## config.mk

```make
export PLATFORM = sky130hd
export DESIGN_NAME = fp_fcvt_s_w
export DESIGN_NICKNAME = d
export VERILOG_FILES = /design/src/rtl/fp_pkg.sv /design/src/rtl/fp_round_inc.sv /design/src/rtl/fp_fcvt_s_w.sv
export SDC_FILE = /design/constraint.sdc
export NUM_CORES = 1
export LEC_CHECK = 0
export BUFFER_PORTS_ARGS = -buffer_cell sky130_fd_sc_hd__buf_2
export CORE_MARGIN = 3
export CORE_UTILIZATION = 58
export CTS_CLUSTER_SIZE = 12
export DETAILED_ROUTE_END_ITERATION = 6
export PLACE_DENSITY = 0.79
export SLEW_MARGIN = 5
export SYNTH_ARGS = -nofsm -noshare
export SYNTH_HDL_FRONTEND = slang
export SYNTH_SLANG_ARGS = --single-unit
```

## constraint.sdc

```tcl
create_clock -name clk -period 10.49 [get_ports clk]
set_clock_uncertainty 0.1 [all_clocks]
set_input_delay 2.098 -clock clk [delete_from_list [all_inputs] [get_ports clk]]
set_output_delay 2.098 -clock clk [all_outputs]
set_load 0.01 [all_outputs]
```

## src/rtl/fp_pkg.sv

```systemverilog
// Shared floating-point definitions: rounding modes, binary32 field sizes
// and the integer-to-float converter state encoding.
package fp_pkg;

   typedef enum logic [2:0] {
      RM_RNE = 3'b000,
      RM_RTZ = 3'b001,
      RM_RDN = 3'b010,
      RM_RUP = 3'b011,
      RM_RMM = 3'b100
   } rm_e;

   localparam int FP_BIAS  = 127;
   localparam int FP_EXP_W = 8;
   localparam int FP_MAN_W = 23;

   typedef enum logic [1:0] {
      CVT_IDLE  = 2'd0,
      CVT_NORM  = 2'd1,
      CVT_ROUND = 2'd2,
      CVT_DONE  = 2'd3
   } cvt_state_e;

endpackage

```

## src/rtl/fp_round_inc.sv

```systemverilog
// Rounding increment decision for a truncated magnitude, shared by the FP
// result paths. Reserved rounding modes (101-111) behave as RNE.
module fp_round_inc
   import fp_pkg::*;
(
   input  logic       sign,
   input  logic       lsb,
   input  logic       guard,
   input  logic       sticky,
   input  logic [2:0] rm,
   output logic       inc
);

   function automatic logic round_inc(input logic s, input logic l, input logic g,
                                      input logic st, input logic [2:0] mode);
      logic r;
      case (mode)
         RM_RTZ:  r = 1'b0;
         RM_RDN:  r = s & (g | st);
         RM_RUP:  r = ~s & (g | st);
         RM_RMM:  r = g;
         default: r = g & (st | l);
      endcase
      return r;
   endfunction

   // Pure combinational decision from the discarded bits and the mode.
   always_comb begin
      inc = round_inc(sign, lsb, guard, sticky, rm);
   end

endmodule

```

## src/rtl/fp_fcvt_s_w.sv

```systemverilog
// Multi-cycle 32-bit integer to binary32 converter (fcvt.s.w / fcvt.s.wu).
// Accept, five binary-search normalization steps, one rounding step, then
// hold the result until the consumer takes it: fixed 6-cycle latency.
module fp_fcvt_s_w
   import fp_pkg::*;
(
   input  logic        clk,
   input  logic        rst_n,
   input  logic        in_valid,
   output logic        in_ready,
   input  logic [31:0] int_in,
   input  logic        is_signed,
   input  logic [2:0]  rm,
   output logic        out_valid,
   input  logic        out_ready,
   output logic [31:0] fp_out,
   output logic        nx
);

   cvt_state_e  state;
   logic        sign_r;
   logic [31:0] mag_r;
   logic [2:0]  rm_r;
   logic        zero_r;
   logic [4:0]  lz_r;
   logic [2:0]  step_r;

   logic signed [31:0] int_s;
   logic [31:0]        mag_in;
   logic               sign_in;

   logic [4:0]  amt;
   logic        top_zero;

   logic [FP_MAN_W-1:0] mant;
   logic                guard;
   logic                sticky;
   logic                inc;
   logic [FP_MAN_W:0]   mant_sum;
   logic [FP_EXP_W-1:0] exp_base;
   logic [FP_EXP_W-1:0] exp_fin;
   logic [31:0]         result;

   assign in_ready  = (state == CVT_IDLE);
   assign out_valid = (state == CVT_DONE);

   // Operand capture: sign-magnitude split; 0x80000000 negates to itself.
   always_comb begin
      int_s   = signed'(int_in);
      sign_in = is_signed & int_in[31];
      mag_in  = sign_in ? 32'(-int_s) : int_in;
   end

   // One normalization step: shift by 16,8,4,2,1 when the top bits are clear.
   always_comb begin
      amt      = 5'd0;
      top_zero = 1'b0;
      case (step_r)
         3'd0:    begin amt = 5'd16; top_zero = (mag_r[31:16] == 16'd0); end
         3'd1:    begin amt = 5'd8;  top_zero = (mag_r[31:24] == 8'd0);  end
         3'd2:    begin amt = 5'd4;  top_zero = (mag_r[31:28] == 4'd0);  end
         3'd3:    begin amt = 5'd2;  top_zero = (mag_r[31:30] == 2'd0);  end
         default: begin amt = 5'd1;  top_zero = ~mag_r[31];              end
      endcase
   end

   fp_round_inc u_round_inc (
      .sign   (sign_r),
      .lsb    (mant[0]),
      .guard  (guard),
      .sticky (sticky),
      .rm     (rm_r),
      .inc    (inc)
   );

   // Rounding and packing of the normalized magnitude.
   always_comb begin
      mant     = mag_r[30:8];
      guard    = mag_r[7];
      sticky   = |mag_r[6:0];
      mant_sum = {1'b0, mant} + {{FP_MAN_W{1'b0}}, inc};
      exp_base = FP_EXP_W'(FP_BIAS + 31) - {3'b000, lz_r};
      exp_fin  = exp_base + {{(FP_EXP_W-1){1'b0}}, mant_sum[FP_MAN_W]};
      result   = {sign_r, exp_fin, mant_sum[FP_MAN_W-1:0]};
   end

   // Converter FSM and datapath registers.
   always_ff @(posedge clk or negedge rst_n) begin
      if (!rst_n) begin
         state  <= CVT_IDLE;
         sign_r <= 1'b0;
         mag_r  <= 32'd0;
         rm_r   <= 3'd0;
         zero_r <= 1'b0;
         lz_r   <= 5'd0;
         step_r <= 3'd0;
         fp_out <= 32'd0;
         nx     <= 1'b0;
      end else begin
         case (state)
            CVT_IDLE: begin
               if (in_valid) begin
                  sign_r <= sign_in;
                  mag_r  <= mag_in;
                  rm_r   <= rm;
                  zero_r <= (mag_in == 32'd0);
                  lz_r   <= 5'd0;
                  step_r <= 3'd0;
                  state  <= CVT_NORM;
               end
            end
            CVT_NORM: begin
               if (top_zero) begin
                  mag_r <= mag_r << amt;
                  lz_r  <= lz_r + amt;
               end
               step_r <= step_r + 3'd1;
               if (step_r == 3'd4) begin
                  state <= CVT_ROUND;
               end
            end
            CVT_ROUND: begin
               if (zero_r) begin
                  fp_out <= 32'd0;
                  nx     <= 1'b0;
               end else begin
                  fp_out <= result;
                  nx     <= guard | sticky;
               end
               state <= CVT_DONE;
            end
            default: begin
               if (out_ready) begin
                  state <= CVT_IDLE;
               end
            end
         endcase
      end
   end

endmodule

```

==> flow_summary.yaml, run 1 <==
power_and_ir_drop:
  power.switching_mw: 1.40
  swShare_pct: 49.9
  seq_power_share_pct: 23.9
  power_leakage_nw: 3.09
  pwr-share-comb_pct: 62.7
  p_int_mw: 1.41
  powerDensity_nw_per_um2: 369
  peakVddDrop_v: 0.000134
  clockPowerShare_pct: 13.4
floorplan:
  fp.dieH_um: 115
  ios: 75
  die_w_um: 115
  coreArea_um2: 11500
  rows: 39
  initial_core_util_pct: 59.8
  design.die.area_um2: 13200
setup_path:
  critPathKind: "reg2reg"
  rr_startpoint: "step_r[0]"
  end_kind: "flip-flop"
  worst_setup_path_start_kind: "flip-flop"
  crit_family: "compound AO/OA/AOI/OAI gates"
  crit_buf_inv: 2
  crit_chain: "inv_1 -> ha_1 -> o21bai_2 -> nand3_1 -> inv_2 -> mux4_2 -> a22oi_1 -> o211ai_1 -> a2111oi_0 -> a311oi_1"
  r2r.worst_path.cells: 10
  critPathMaxStageDelay_ps: 800
  arrival_ps: 4960
  critPathMaxFanout: 23
  endpoint: "mag_r[25]"
  ff2ff_setup_slack_ps: 5620
  cp.depth: 10
  slowest_stage: "inv_2"
  cp-startpoint: "step_r[0]"
  cp.required_ps: 10580
  r2r_end: "mag_r[25]"
sta:
  period_needed_ps: 4870
  setup_tns_ps: 0
  rsz0062_at_grt: "false"
  tightest_slew_ps: 1050
  finalHoldViolCount: 0
  min_period_over_period_pct: 46.4
  setup_viol_count_final: 0
  fin_ws_ps: 5620
  relSlewSlack_pct: 29.9
  finalMaxSlewViolations: 0
  max_freq_mhz: 205
placed_design:
  hpwl_um: 16100
  place_congestion: 1.03
  pre_cts_slack_ps: 5290
  placed_cell_area_um2: 7240
  portBuffers: 74
route:
  vias: 6770
  ant_nets: 0
  viasPerCell: 7.00
  wirelength_um: 22200
  first_pass_iters: 5
  drt_iter0_drc: 778
  wl_per_cell_um: 23.0
  drc: 0
min_path:
  hold_path_class: "reg2reg"
yosys:
  yosys.area.top_type: "dfrtp_1"
  yosys-top-cells-area: "dfrtp_1 (29%), mux4_2 (9.2%), nand2_1 (4.5%)"
  yosys_warnings: 0
  ys_seq_area_share_pct: 29.1
  synth_nets: 852
  ys_seq_elements: 80
  synthArstFlopShare_pct: 100
  ys.flop_type: "dfrtp_1"
  synth.avg_cell_area_um2: 8.71
  syn_inst: 791
  syn_area_um2: 6890
  synth_edf_count: 0
  synth_top_cell_area_share_pct: 29.1
  ys_types: 68
final_layout:
  num_antenna_cells: 0
  fin_nets: 880
  fillers: 984
  final_layout_size_suffix_gt1_share_pct: 18.2
  area_delta_synth_final_pct: 10.3
  design_area_um2: 7590
clocking:
  cts_root_buffer: "clkbuf_16"
  cts_hold_buf: 0
  clk_pin_slew_ps: 70
  cts-buffers-inserted: 9
  clk_latency_ps: 350
  clock_path_buffers: 2
  cts_tree: "built"
  h-tree-depth: 3
  clock-sinks: 80
  post_cts_buffers: 0
  cts_resized: 0
grt:
  antenna_found_initial: 0
  grt_use_met3_pct: 5.37
  grt-ovfl-total: 0
  met2_usage_pct: 54.6
  met1_usage_pct: 46.0
  grt_max_degree: 81
  grt_pass1_wl_um: 35100
  grt_usage_pct: 34.0
  grt_pass1_vias: 6356
  top_usage_layer: "met2"
run:
  drv_cap: 0
run_status:
  outcome: "completed"
cell usage after synthesis (all sizes together) (6+ instances only):
cell / n
mux4: 28
mux2: 9
a31oi: 10
nor4: 12
mux2i: 21
clkbuf: 55
a22oi: 15
nor2b: 8
a211oi: 7
or4: 6
buf: 8
and3: 6
o21ai: 35
xnor2: 29
o31ai: 14
nor3: 18
nor2: 75
nand3: 21
o22ai: 11
inv: 26
o2bb2ai: 21
xor2: 29
nand4: 11
nand2b: 10
ha: 20
a32oi: 6
or3: 6
nand3b: 6
dfrtp: 80
o41ai: 7
nand2: 82
a311oi: 8
a21oi: 39
how the worst min path moves through the flow:
stage | from | end | slack, ps | depth (start not counted)
floorplan | mag_r[31] | mag_r[31] | 340 | 2
detailed placement | fp_out[22] | fp_out[22] | 370 | 2
global route | fp_out[19] | fp_out[19] | 390 | 2
CTS | mag_r[31] | mag_r[31] | 380 | 2
global placement | mag_r[31] | mag_r[31] | 360 | 2
finish | fp_out[8] | fp_out[8] | 380 | 1
cells by family (layout without fill, tap and decap cells):
| logic type | Yosys count | after routing | share of synthesized area (%) |
|---|---|---|---|
| AND/OR/NAND/NOR | 266 | 266 | 18.4 |
| adder cells (fa/ha/maj) | 21 | 21 | 3.92 |
| AO/OA/AOI/OAI | 218 | 218 | 22.5 |
| XOR/XNOR | 58 | 58 | 7.38 |
| multiplexers | 58 | 58 | 13.7 |
| buffers and inverters | 90 | 123 | 4.98 |
| flip-flops | 80 | 80 | 29.1 |
metal layers:
layer / vias up / part of all wire [%]
met1: 3274 / 40
met2: 418 / 47
met5: - / 0
li1: 3018 / -
met4: 0 / 4.0
met3: 60 / 8.7
cell type report:
type                            count  area, µm²  share of cell area (%)
Multi-Input combinational cell    621       4540                    59.8
Sequential cell                    80       2000                    26.4
Timing Repair Buffer               80        418                    5.50
Clock buffer                        9        225                    2.97
Tap cell                          143        179                    2.36
Clock inverter                      7        128                    1.68
Inverter                           27        101                    1.33
flip-flops by register name, summed over array words and instances, names as in the netlist:
name,cells
step_r,3
nx,1
fp_out,32
rm_r,3
lz_r,5
sign_r,1
zero_r,1
state,2
mag_r,32
stage by stage:
step	hold WS, ps	cells	utilization (%)	total power [mW]
after global routing	393	967	65.9	2.97
after detailed placement	366	951	62.9	2.37
after global placement	355	951	62.9	2.33
after CTS	380	967	65.9	2.76
final	378	967	65.9	2.81
after floorplan	341	791	-	1.87
layout by cell type, fill, tap and decap left out, drive strengths merged, types with 28 or more instances in the layout:
cell type  synthesis  layout
nand2             82      82
dfrtp             80      80
buf                8      80
nor2              75      75
a21oi             39      39
o21ai             35      35
xor2              29      29
xnor2             29      29
mux4              28      28
inv               26      28
power groups by stage:
stage | registers (mW) | logic (mW) | clock network, mW
2_1_floorplan | 0.588 | 1.28 | 0
3_3_place_gp | 0.653 | 1.68 | 0
3_5_place_dp | 0.662 | 1.71 | 0
4_1_cts | 0.660 | 1.72 | 0.378
5_1_grt | 0.691 | 1.89 | 0.390
6_report | 0.671 | 1.76 | 0.376
(Power assumes the default switching activity.)
==> run 2, diff against run 1 <==
CORE_UTILIZATION = 55   (was 58)
PLACE_DENSITY = 0.78   (was 0.79)
clock period = 4.2 ns   (was 10.49 ns; I/O delays follow)
==> run 2 against run 1 <==
Combinational power rose to 2.6 times the previous value. Sequential power is 150% higher. Critical path depth grew 2. Design area up 1.3%. The run now ends with DRC left. Setup slack got worse by 5100 ps. Largest power group unchanged. Register-to-register slack worse by 5100 ps. Clock-buffer cell count rose by 2. Die area up 5.2%. Utilization fell by 2.5 points. Clock power up 99%. Critical endpoint is now mag_r[31]. Fmax is 33% higher. Non-clock buffer count rose by 18.
==> flow_summary.yaml, run 2 (synthesis gave the netlist of run 1 again) <==
run_status:
  outcome: "finished, violations left"
  violations: "DRC"
floorplan:
  initial_core_util_pct: 56.9
  design.die.area_um2: 13900
  die_w_um: 118
  fp.dieH_um: 118
  rows: 40
  ios: 75
  coreArea_um2: 12100
setup_path:
  end_kind: "flip-flop"
  arrival_ps: 3780
  worst_setup_path_start_kind: "flip-flop"
  critPathKind: "reg2reg"
  cp.required_ps: 4320
  critPathMaxFanout: 12
route:
  drc: 16
  drt_iter0_drc: 939
  viasPerCell: 6.73
  vias: 6798
  wirelength_um: 22700
  wl_per_cell_um: 22.4
  first_pass_iters: 7
  ant_nets: 0
power_and_ir_drop:
  swShare_pct: 50.8
  power_leakage_nw: 3.14
  p_int_mw: 3.46
  pwr-share-comb_pct: 65.7
  clockPowerShare_pct: 10.7
  peakVddDrop_v: 0.000645
  p_total_mw: 7.02
  seq_power_share_pct: 23.7
  powerDensity_nw_per_um2: 913
  power.switching_mw: 3.57
sta:
  tightest_slew_ps: 1010
  finalMaxSlewViolations: 0
  fin_ws_ps: 536
  min_period_over_period_pct: 87.2
  rsz0062_at_grt: "false"
  period_needed_ps: 3660
  finalHoldViolCount: 0
  max_freq_mhz: 273
  relSlewSlack_pct: 32.5
  setup_tns_ps: 0
  setup_viol_count_final: 0
placed_design:
  hpwl_um: 17100
  dp.cells: 994
  place_congestion: 1.02
  portBuffers: 74
  pre_cts_slack_ps: 280
clocking:
  cts_root_buffer: "clkbuf_16"
  cts_hold_buf: 0
  clk_pin_slew_ps: 70
  cts_resized: 0
  post_cts_buffers: 0
  clk_latency_ps: 350
  clock_path_buffers: 2
  cts-buffers-inserted: 9
  clock-sinks: 80
  h-tree-depth: 3
  cts_tree: "built"
final_layout:
  finish.utilization_pct: 63.5
  num_antenna_cells: 0
  final_layout_size_suffix_gt1_share_pct: 19.8
  final_cells: 1010
  final_cell_mix: "nand2_1 (82), dfrtp_1 (80), nor2_1 (75), buf_2 (73), a21oi_1 (39)"
  final_common_cell: "nand2_1"
  fin_nets: 898
  area_delta_synth_final_pct: 11.7
  top_regs: "fp_out (32), mag_r (32), lz_r (5)"
run:
  drv_cap: 0
grt:
  grt-ovfl-total: 0
  grt_pass1_wl_um: 36400
  grt_max_degree: 81
  grt_usage_pct: 33.0
  antenna_found_initial: 0
  grt_pass1_vias: 6590
min_path:
  hold_path_class: "reg2reg"
## run 2: cell count changes in the layout (fill, tap and decap cells not counted)
cell | before | now
buf_4 | 7 | 25
bufinv_16 | 3 | 0
clkbuf_1 | 0 | 1
clkbuf_8 | 0 | 1
clkinv_2 | 0 | 1
clkinv_4 | 2 | 1
clkinvlp_4 | 0 | 1
inv_6 | 1 | 2
inv_8 | 1 | 0
## run 2: layout make-up
cell class | instances | area, µm²
flip-flops and latches | 80 | 2000
multi-input cells | 621 | 4540
clock inverters | 5 | 38.8
inverters | 27 | 101
fillers | 1092 | 4420
repair buffers | 98 | 553
clock buffers | 11 | 243
well taps | 168 | 210
## run 2: worst paths after layout
path	from	to	slack (ps)	cells after the start
max	step_r[0]	mag_r[31]	540	12
min	fp_out[16]	fp_out[16]	380	2
max reg2reg	step_r[0]	mag_r[31]	540	12
min reg2reg	fp_out[16]	fp_out[16]	380	2
max in group asynchronous	rst_n	mag_r[28]	2770	1
min in group asynchronous	rst_n	mag_r[29]	550	1
## run 2: metal layers
metal  track usage [%]  vias to the layer above  part of all wire, %
met1              43.2                     3273                   41
met5                 0                        -                    0
met2              51.6                      379                   45
li1                  -                     3056                    -
met4              20.2                        0                  6.4
met3              5.19                       90                  7.9
## run 2: per-stage QoR
step | area (µm²) | hold WS [ps]
floorplan | 6890 | 341
global placement | 7410 | 353
detailed placement | 7410 | 366
CTS | 7690 | 379
global route | 7690 | 392
finish | 7690 | 376
## run 2: critical path, stage by stage (launching register included)
cell and delay, ps:
dfrtp_1 440, ha_1 250, ha_1 240, inv_1 160
nand3_1 140, inv_2 80, buf_4 240, mux4_2 640
a22oi_1 250, nand2_1 160, a2111oi_0 540, buf_4 210
o31ai_1 70
## run 2: power groups by stage
stage | clock network, mW | logic (mW) | registers [mW]
floorplan | 0 | 3.20 | 1.47
global placement | 0 | 4.42 | 1.62
detailed placement | 0 | 4.48 | 1.65
CTS | 0.765 | 4.51 | 1.64
global route | 0.802 | 4.92 | 1.72
finish | 0.749 | 4.61 | 1.66
